--- config.mk ---
export PLATFORM = sky130hd
export DESIGN_NAME = checkout_sequencer
export DESIGN_NICKNAME = d
export VERILOG_FILES = /design/src/rtl/checkout_sequencer.sv
export SDC_FILE = /design/constraint.sdc
export NUM_CORES = 1
export LEC_CHECK = 0
export ABC_AREA = 1
export CELL_PAD_IN_SITES_DETAIL_PLACEMENT = 0
export CELL_PAD_IN_SITES_GLOBAL_PLACEMENT = 1
export CORE_AREA = 5 5 121 123
export CTS_CLUSTER_DIAMETER = 50
export DETAILED_ROUTE_END_ITERATION = 16
export DIE_AREA = 0 0 126 128
export HOLD_SLACK_MARGIN = 0.06
export PLACE_DENSITY_LB_ADDON = 0.12
export SKIP_CTS_REPAIR_TIMING = 1
export SLEW_MARGIN = 20
export SYNTH_ARGS = -nofsm -noshare
export SYNTH_HDL_FRONTEND = slang
export SYNTH_SLANG_ARGS = --single-unit
--- constraint.sdc ---
create_clock -name clk -period 2 [get_ports clk]
set_input_delay 0.3 -clock clk [delete_from_list [all_inputs] [get_ports clk]]
set_output_delay 0.3 -clock clk [all_outputs]
set_load 0.05 [all_outputs]
--- src/rtl/checkout_sequencer.sv ---
// checkout_sequencer
//   Clocked checkout flow around the item-check datapath. A scan key press
//   latches one item (UPC plus the decoder's Discounted/Stolen flags) and the
//   display and LEDs are driven from that latched copy. Tallies of accepted
//   items, discounted items and stolen items are kept. Each accepted clean
//   item starts a scan lockout of HOLD_CYCLES cycles. A stolen item raises a
//   sticky alarm that only the clear key releases.
//
// Ports
//   clk         system clock
//   reset_n     asynchronous active-low reset
//   scan_n      scan key, active-low, asynchronous to clk
//   clear_n     clear/acknowledge key, active-low, asynchronous to clk
//   upc         live {U,P,C} switches
//   mark        live Mark switch (consumed by the external item decoder)
//   disc_in     Discounted flag from the combinational item decoder
//   stolen_in   Stolen flag from the combinational item decoder
//   item_upc    latched UPC for the hex item decoder
//   item_valid  1 = item_upc is meaningful, 0 = blank display
//   disc_led    latched Discounted flag of the current item
//   alarm_led   sticky stolen alarm
//   busy        high in CAPTURE/HOLD/ALARM, scans are ignored
//   item_cnt    accepted scans (saturating)
//   disc_cnt    accepted scans with disc_in=1 (saturating)
//   alarm_cnt   accepted scans with stolen_in=1 (saturating)
module checkout_sequencer #(
    parameter int HOLD_CYCLES = 25_000_000,
    parameter int CNT_W       = 8
) (
    input  logic             clk,
    input  logic             reset_n,
    input  logic             scan_n,
    input  logic             clear_n,
    input  logic [2:0]       upc,
    input  logic             mark,
    input  logic             disc_in,
    input  logic             stolen_in,
    output logic [2:0]       item_upc,
    output logic             item_valid,
    output logic             disc_led,
    output logic             alarm_led,
    output logic             busy,
    output logic [CNT_W-1:0] item_cnt,
    output logic [CNT_W-1:0] disc_cnt,
    output logic [CNT_W-1:0] alarm_cnt
);

    localparam logic [1:0] S_IDLE    = 2'd0;
    localparam logic [1:0] S_CAPTURE = 2'd1;
    localparam logic [1:0] S_HOLD    = 2'd2;
    localparam logic [1:0] S_ALARM   = 2'd3;

    localparam int              TMR_W    = (HOLD_CYCLES > 1) ? $clog2(HOLD_CYCLES) : 1;
    localparam logic [TMR_W-1:0] TMR_LOAD = TMR_W'(HOLD_CYCLES - 1);

    // Saturating increment: a tally at its maximum stays there.
    function automatic logic [CNT_W-1:0] sat_inc(input logic [CNT_W-1:0] v, input logic en);
        if (en && (v != {CNT_W{1'b1}}))
            return v + 1'b1;
        else
            return v;
    endfunction

    // Mark only matters to the external decoder that produces disc_in/stolen_in.
    logic unused_mark;
    assign unused_mark = mark;

    logic             scan_sync_p0, scan_sync_p1, scan_prev_p2;
    logic             clr_sync_p0,  clr_sync_p1,  clr_prev_p2;
    logic             scan_p, clear_p;
    logic [1:0]       state;
    logic [TMR_W-1:0] timer;
    logic             clr_pend;

    // Stage p0/p1: two-flop synchronizers, preset to "released"; p2 holds the
    // previous synchronized level for falling-edge detection.
    always_ff @(posedge clk or negedge reset_n) begin
        if (!reset_n) begin
            scan_sync_p0 <= 1'b1;
            scan_sync_p1 <= 1'b1;
            scan_prev_p2 <= 1'b1;
            clr_sync_p0  <= 1'b1;
            clr_sync_p1  <= 1'b1;
            clr_prev_p2  <= 1'b1;
        end else begin
            scan_sync_p0 <= scan_n;
            scan_sync_p1 <= scan_sync_p0;
            scan_prev_p2 <= scan_sync_p1;
            clr_sync_p0  <= clear_n;
            clr_sync_p1  <= clr_sync_p0;
            clr_prev_p2  <= clr_sync_p1;
        end
    end

    // One pulse per press, however long the key is held.
    assign scan_p  = scan_prev_p2 & ~scan_sync_p1;
    assign clear_p = clr_prev_p2  & ~clr_sync_p1;

    assign busy = (state != S_IDLE);

    // Checkout FSM, item latch and tallies.
    always_ff @(posedge clk or negedge reset_n) begin
        if (!reset_n) begin
            state      <= S_IDLE;
            timer      <= '0;
            clr_pend   <= 1'b0;
            item_upc   <= 3'd0;
            item_valid <= 1'b0;
            disc_led   <= 1'b0;
            alarm_led  <= 1'b0;
            item_cnt   <= '0;
            disc_cnt   <= '0;
            alarm_cnt  <= '0;
        end else begin
            case (state)
                S_IDLE: begin
                    // Clear wins over a simultaneous scan; the scan is dropped.
                    if (clear_p) begin
                        item_valid <= 1'b0;
                        disc_led   <= 1'b0;
                        item_cnt   <= '0;
                        disc_cnt   <= '0;
                        alarm_cnt  <= '0;
                        timer      <= '0;
                    end else if (scan_p) begin
                        state <= S_CAPTURE;
                    end
                end
                S_CAPTURE: begin
                    item_upc   <= upc;
                    item_valid <= 1'b1;
                    disc_led   <= disc_in;
                    item_cnt   <= sat_inc(item_cnt, 1'b1);
                    disc_cnt   <= sat_inc(disc_cnt, disc_in);
                    alarm_cnt  <= sat_inc(alarm_cnt, stolen_in);
                    // A clear arriving now is applied once the capture has landed.
                    clr_pend   <= clear_p;
                    if (stolen_in) begin
                        alarm_led <= 1'b1;
                        state     <= S_ALARM;
                    end else begin
                        timer <= TMR_LOAD;
                        state <= S_HOLD;
                    end
                end
                S_HOLD: begin
                    clr_pend <= 1'b0;
                    if (clear_p || clr_pend) begin
                        item_valid <= 1'b0;
                        disc_led   <= 1'b0;
                        item_cnt   <= '0;
                        disc_cnt   <= '0;
                        alarm_cnt  <= '0;
                        timer      <= '0;
                        state      <= S_IDLE;
                    end else if (timer == '0) begin
                        state <= S_IDLE;
                    end else begin
                        timer <= timer - 1'b1;
                    end
                end
                S_ALARM: begin
                    clr_pend <= 1'b0;
                    if (clear_p || clr_pend) begin
                        alarm_led <= 1'b0;
                        state     <= S_IDLE;
                    end
                end
                default: state <= S_IDLE;
            endcase
        end
    end

endmodule

==> results.py <==
metrics = {
    "synth": {
        "synth.avg_cell_area_sq_um": 7.31,
        "syn_area_sq_mm": 0.00395,
        "synthXorXnorAreaFrac_pct": 2.22,
        "synth-seq-area-share_pct": 40.8,
        "synthesis.nets": 560,
        "yosys_register_bits": 64,
        "synth_top_family_by_area": "simple AND/OR/NAND/NOR gates",
        "synth_compound_gate_area_share_pct": 8.91,
        "synth_warnings": 0,
        "synth_cells": 540,
        "muxShareOfSynthArea_pct": 0.285,
        "synthAdderAreaFrac_pct": 3.17,
        "synthDistinctLibCells": 34,
        "synthSimpleGateAreaFrac_pct": 36.6,
    },
    "clocking": {
        "ctsHtreeMaxLevel": 3,
        "clk_path_buf_depth": 2,
        "clk_pin_slew_ps": 60,
        "root_buffer": "clkbuf_16",
        "cts_tree": "built",
        "cts_num_sinks": 64,
        "cts_inserted_buffers": 9,
        "clock_latency_ps": 330,
    },
    "pwr": {
        "p_leak_nw": 2.48,
        "switching_power_w": 0.00401,
        "clkPwrFrac_pct": 21.9,
        "p_int_w": 0.00441,
        "p_sw_share_pct": 47.6,
        "power_frac_seq_pct": 21.7,
        "combPwrFrac_pct": 56.4,
        "ir_drop_uv": 574,
        "p_per_area_mw_per_mm2": 1640,
    },
    "worst_setup_path": {
        "crit_family": "buffers and inverters",
        "path_cells": "clkdlybuf4s50_1",
        "crit_path_max_fanout": 6,
        "cp.required_ps": 1700,
        "worst_setup_path_end_kind": "output port",
        "cp-start-kind": "register",
        "crit_buf_inv": 1,
        "crit_slowest_cell": "clkdlybuf4s50_1",
        "path_class": "reg2out",
        "slowest_delay_ps": 850,
        "crit_arrival_ps": 1620,
    },
    "floorplanning": {
        "die_h_microns": 128,
        "core_sq_mm": 0.0136,
        "dieArea_sq_mm": 0.0161,
        "die_w_microns": 126,
        "rows": 43,
        "floorplan.io_pins": 41,
        "start_util_pct": 29.1,
    },
    "drt": {
        "dr_total_vias": 3633,
        "highest_layer": "met4",
        "routedWlPerCell_microns": 14.0,
        "dr_wl_met3_microns": 418,
        "drt-total-wl_mm": 11.1,
        "drc": 0,
        "drtPass1Iterations": 4,
        "route.met2.wl_mm": 5.18,
        "antenna_left": 0,
        "wl_met1_mm": 5.34,
        "drt-vias-per-instance": 4.56,
        "drt_iter0_drc": 159,
    },
    "grt": {
        "grt_usage_pct": 14.7,
        "gr-total-overflow": 0,
        "grt_max_degree": 40,
        "grt_pass1_vias": 3759,
        "antenna_found_initial": 0,
        "grt_pass1_wl_mm": 19.0,
    },
    "layout": {
        "fin_cells": 796,
        "fin_util_pct": 37.9,
        "fillCellCount": 1469,
        "seq_area_sq_mm": 0.00161,
        "multi_input_area_sq_mm": 0.00203,
        "design_area_sq_mm": 0.00514,
        "n_antenna_cell": 0,
        "areaGrowthSynthToFinish_pct": 30.2,
        "layout-drive-gt1-share_pct": 15.4,
        "fin_nets": 631,
    },
    "placed_design": {
        "dp_slack_ps": 15.5,
        "dp.cells": 773,
        "io_buffer_count": 39,
        "dpl.hpwl_mm": 8.38,
        "globalplace.congestion": 0.816,
        "placedInstanceArea_sq_mm": 0.00469,
    },
    "sta": {
        "finalHoldViolations": 0,
        "setup_viol": 0,
        "layout_setup_ws_ps": 75.9,
        "rsz0062_at_grt": "no",
        "final.min_clock_period_ps": 1920,
        "maxSlewViolCount": 0,
        "fmax_mhz": 520,
        "tightest_slew_ps": 534,
        "relSlewSlack_pct": 64.3,
        "finClkSkew_ps": 5.17,
        "fin_tns_setup_ps": 0,
        "finalCritPeriodShare_pct": 96.2,
    },
    "job": {
        "maxCapViolations": 0,
    },
    "outcome": {
        "outcome": "finished clean",
    },
    "hold_path": {
        "hold_path.class": "reg2reg",
    },
}
## metal layers
layer	vias up	global-route usage (%)
met5	-	0
met4	0	4.73
met3	13	4.04
met2	66	24.1
met1	1685	18.8
li1	1869	-
## worst reg2reg max path, cell delays in order, from the launching register on
cell     delay, ps
dfrtp_1        400
inv_1          130
ha_1           200
inv_2           80
nor2_4         170
buf_12         140
nand4_4        140
nand2_4        120
nor2_2          60
buf_4          170
nand2_1         60
nand3_1         70
## cells by family after synthesis
kind of cell / after synthesis
buffers and inverters: 77
multiplexers: 1
flip-flops: 64
XOR/XNOR: 10
AO/OA/AOI/OAI: 60
AND/OR/NAND/NOR: 318
adder cells (fa/ha/maj): 10
## area by class of cell
class	count	share of cell area (%)
inverters	69	5.14
multi-input cells	399	39.4
repair buffers	68	13.1
clock inverters	6	2.24
well taps	180	4.38
flip-flops and latches	64	31.3
clock buffers	10	4.46
## synth_stat cells, drive strengths merged
master	instances	area share, %
nand4	12	2.3
nor2	79	9.1
o41ai	1	0.22
nor3b	1	0.19
o21ai	44	6.5
nand3b	1	0.19
nand2	162	16
mux2	1	0.29
buf	5	1.1
xor2	9	2.0
o21bai	2	0.38
inv	69	6.7
a21oi	11	1.4
o31ai	2	0.38
ha	10	3.2
nor3	5	0.63
xnor2	1	0.22
dfstp	6	4.0
clkbuf	3	0.29
dfrtp	58	37
nand3	58	7.7
## per-stage QoR
step	hold slack, ps	power (W)
2_1_floorplan	4.41	0.00497
3_3_place_gp	287	0.00646
3_5_place_dp	288	0.00648
4_1_cts	-73.7	0.00838
5_1_grt	355	0.00917
6_report	357	0.00842
## sequential cells by signal (all words and copies together), names as in the netlist, 2 cells and up
name,flops
alarm_cnt,8
item_cnt,8
item_upc,3
state,2
disc_cnt,8
timer,25
## path summary, 6_finish.rpt
check / slack (ps) / depth (start not counted) / from / end
max reg2reg: 150 / 11 / state[0]$_DFFE_PN0P_ / timer[21]$_DFFE_PN0P_
max: 80 / 1 / disc_cnt[3]$_DFFE_PN0P_ / disc_cnt[3]
min reg2reg: 360 / 0 / clr_sync_p0$_DFF_PN1_ / clr_sync_p1$_DFF_PN1_
min: 360 / 0 / clr_sync_p0$_DFF_PN1_ / clr_sync_p1$_DFF_PN1_
min in group asynchronous: 460 / 2 / reset_n / timer[24]$_DFFE_PN0P_
max in group asynchronous: 800 / 4 / reset_n / item_cnt[2]$_DFFE_PN0P_
## layout by cell type, fill, tap and decap left out, types with 4 or more instances in the layout
| cell | count |
|---|---|
| nor2_2 | 10 |
| nor2_1 | 64 |
| xor2_1 | 9 |
| nor3_1 | 4 |
| nand2_2 | 5 |
| nand4_1 | 11 |
| o21ai_1 | 5 |
| nand2_4 | 4 |
| inv_1 | 63 |
| inv_2 | 4 |
| o21ai_2 | 7 |
| nor2_4 | 5 |
| dfrtp_1 | 58 |
| ha_1 | 10 |
| o21ai_0 | 31 |
| buf_4 | 24 |
| clkdlybuf4s50_1 | 35 |
| buf_12 | 5 |
| nand2_1 | 153 |
| clkbuf_16 | 9 |
| a21oi_1 | 11 |
| dfstp_2 | 6 |
| nand3_1 | 55 |
## power by group through the flow
stage / clock network (W) / logic (W) / registers [W]
floorplan: 0 / 0.00281 / 0.00216
global placement: 0 / 0.00462 / 0.00184
detailed placement: 0 / 0.00464 / 0.00184
CTS: 0.00190 / 0.00465 / 0.00183
global route: 0.00196 / 0.00534 / 0.00187
finish: 0.00184 / 0.00475 / 0.00183
No activity file was read; power rests on OpenSTA's default activity.
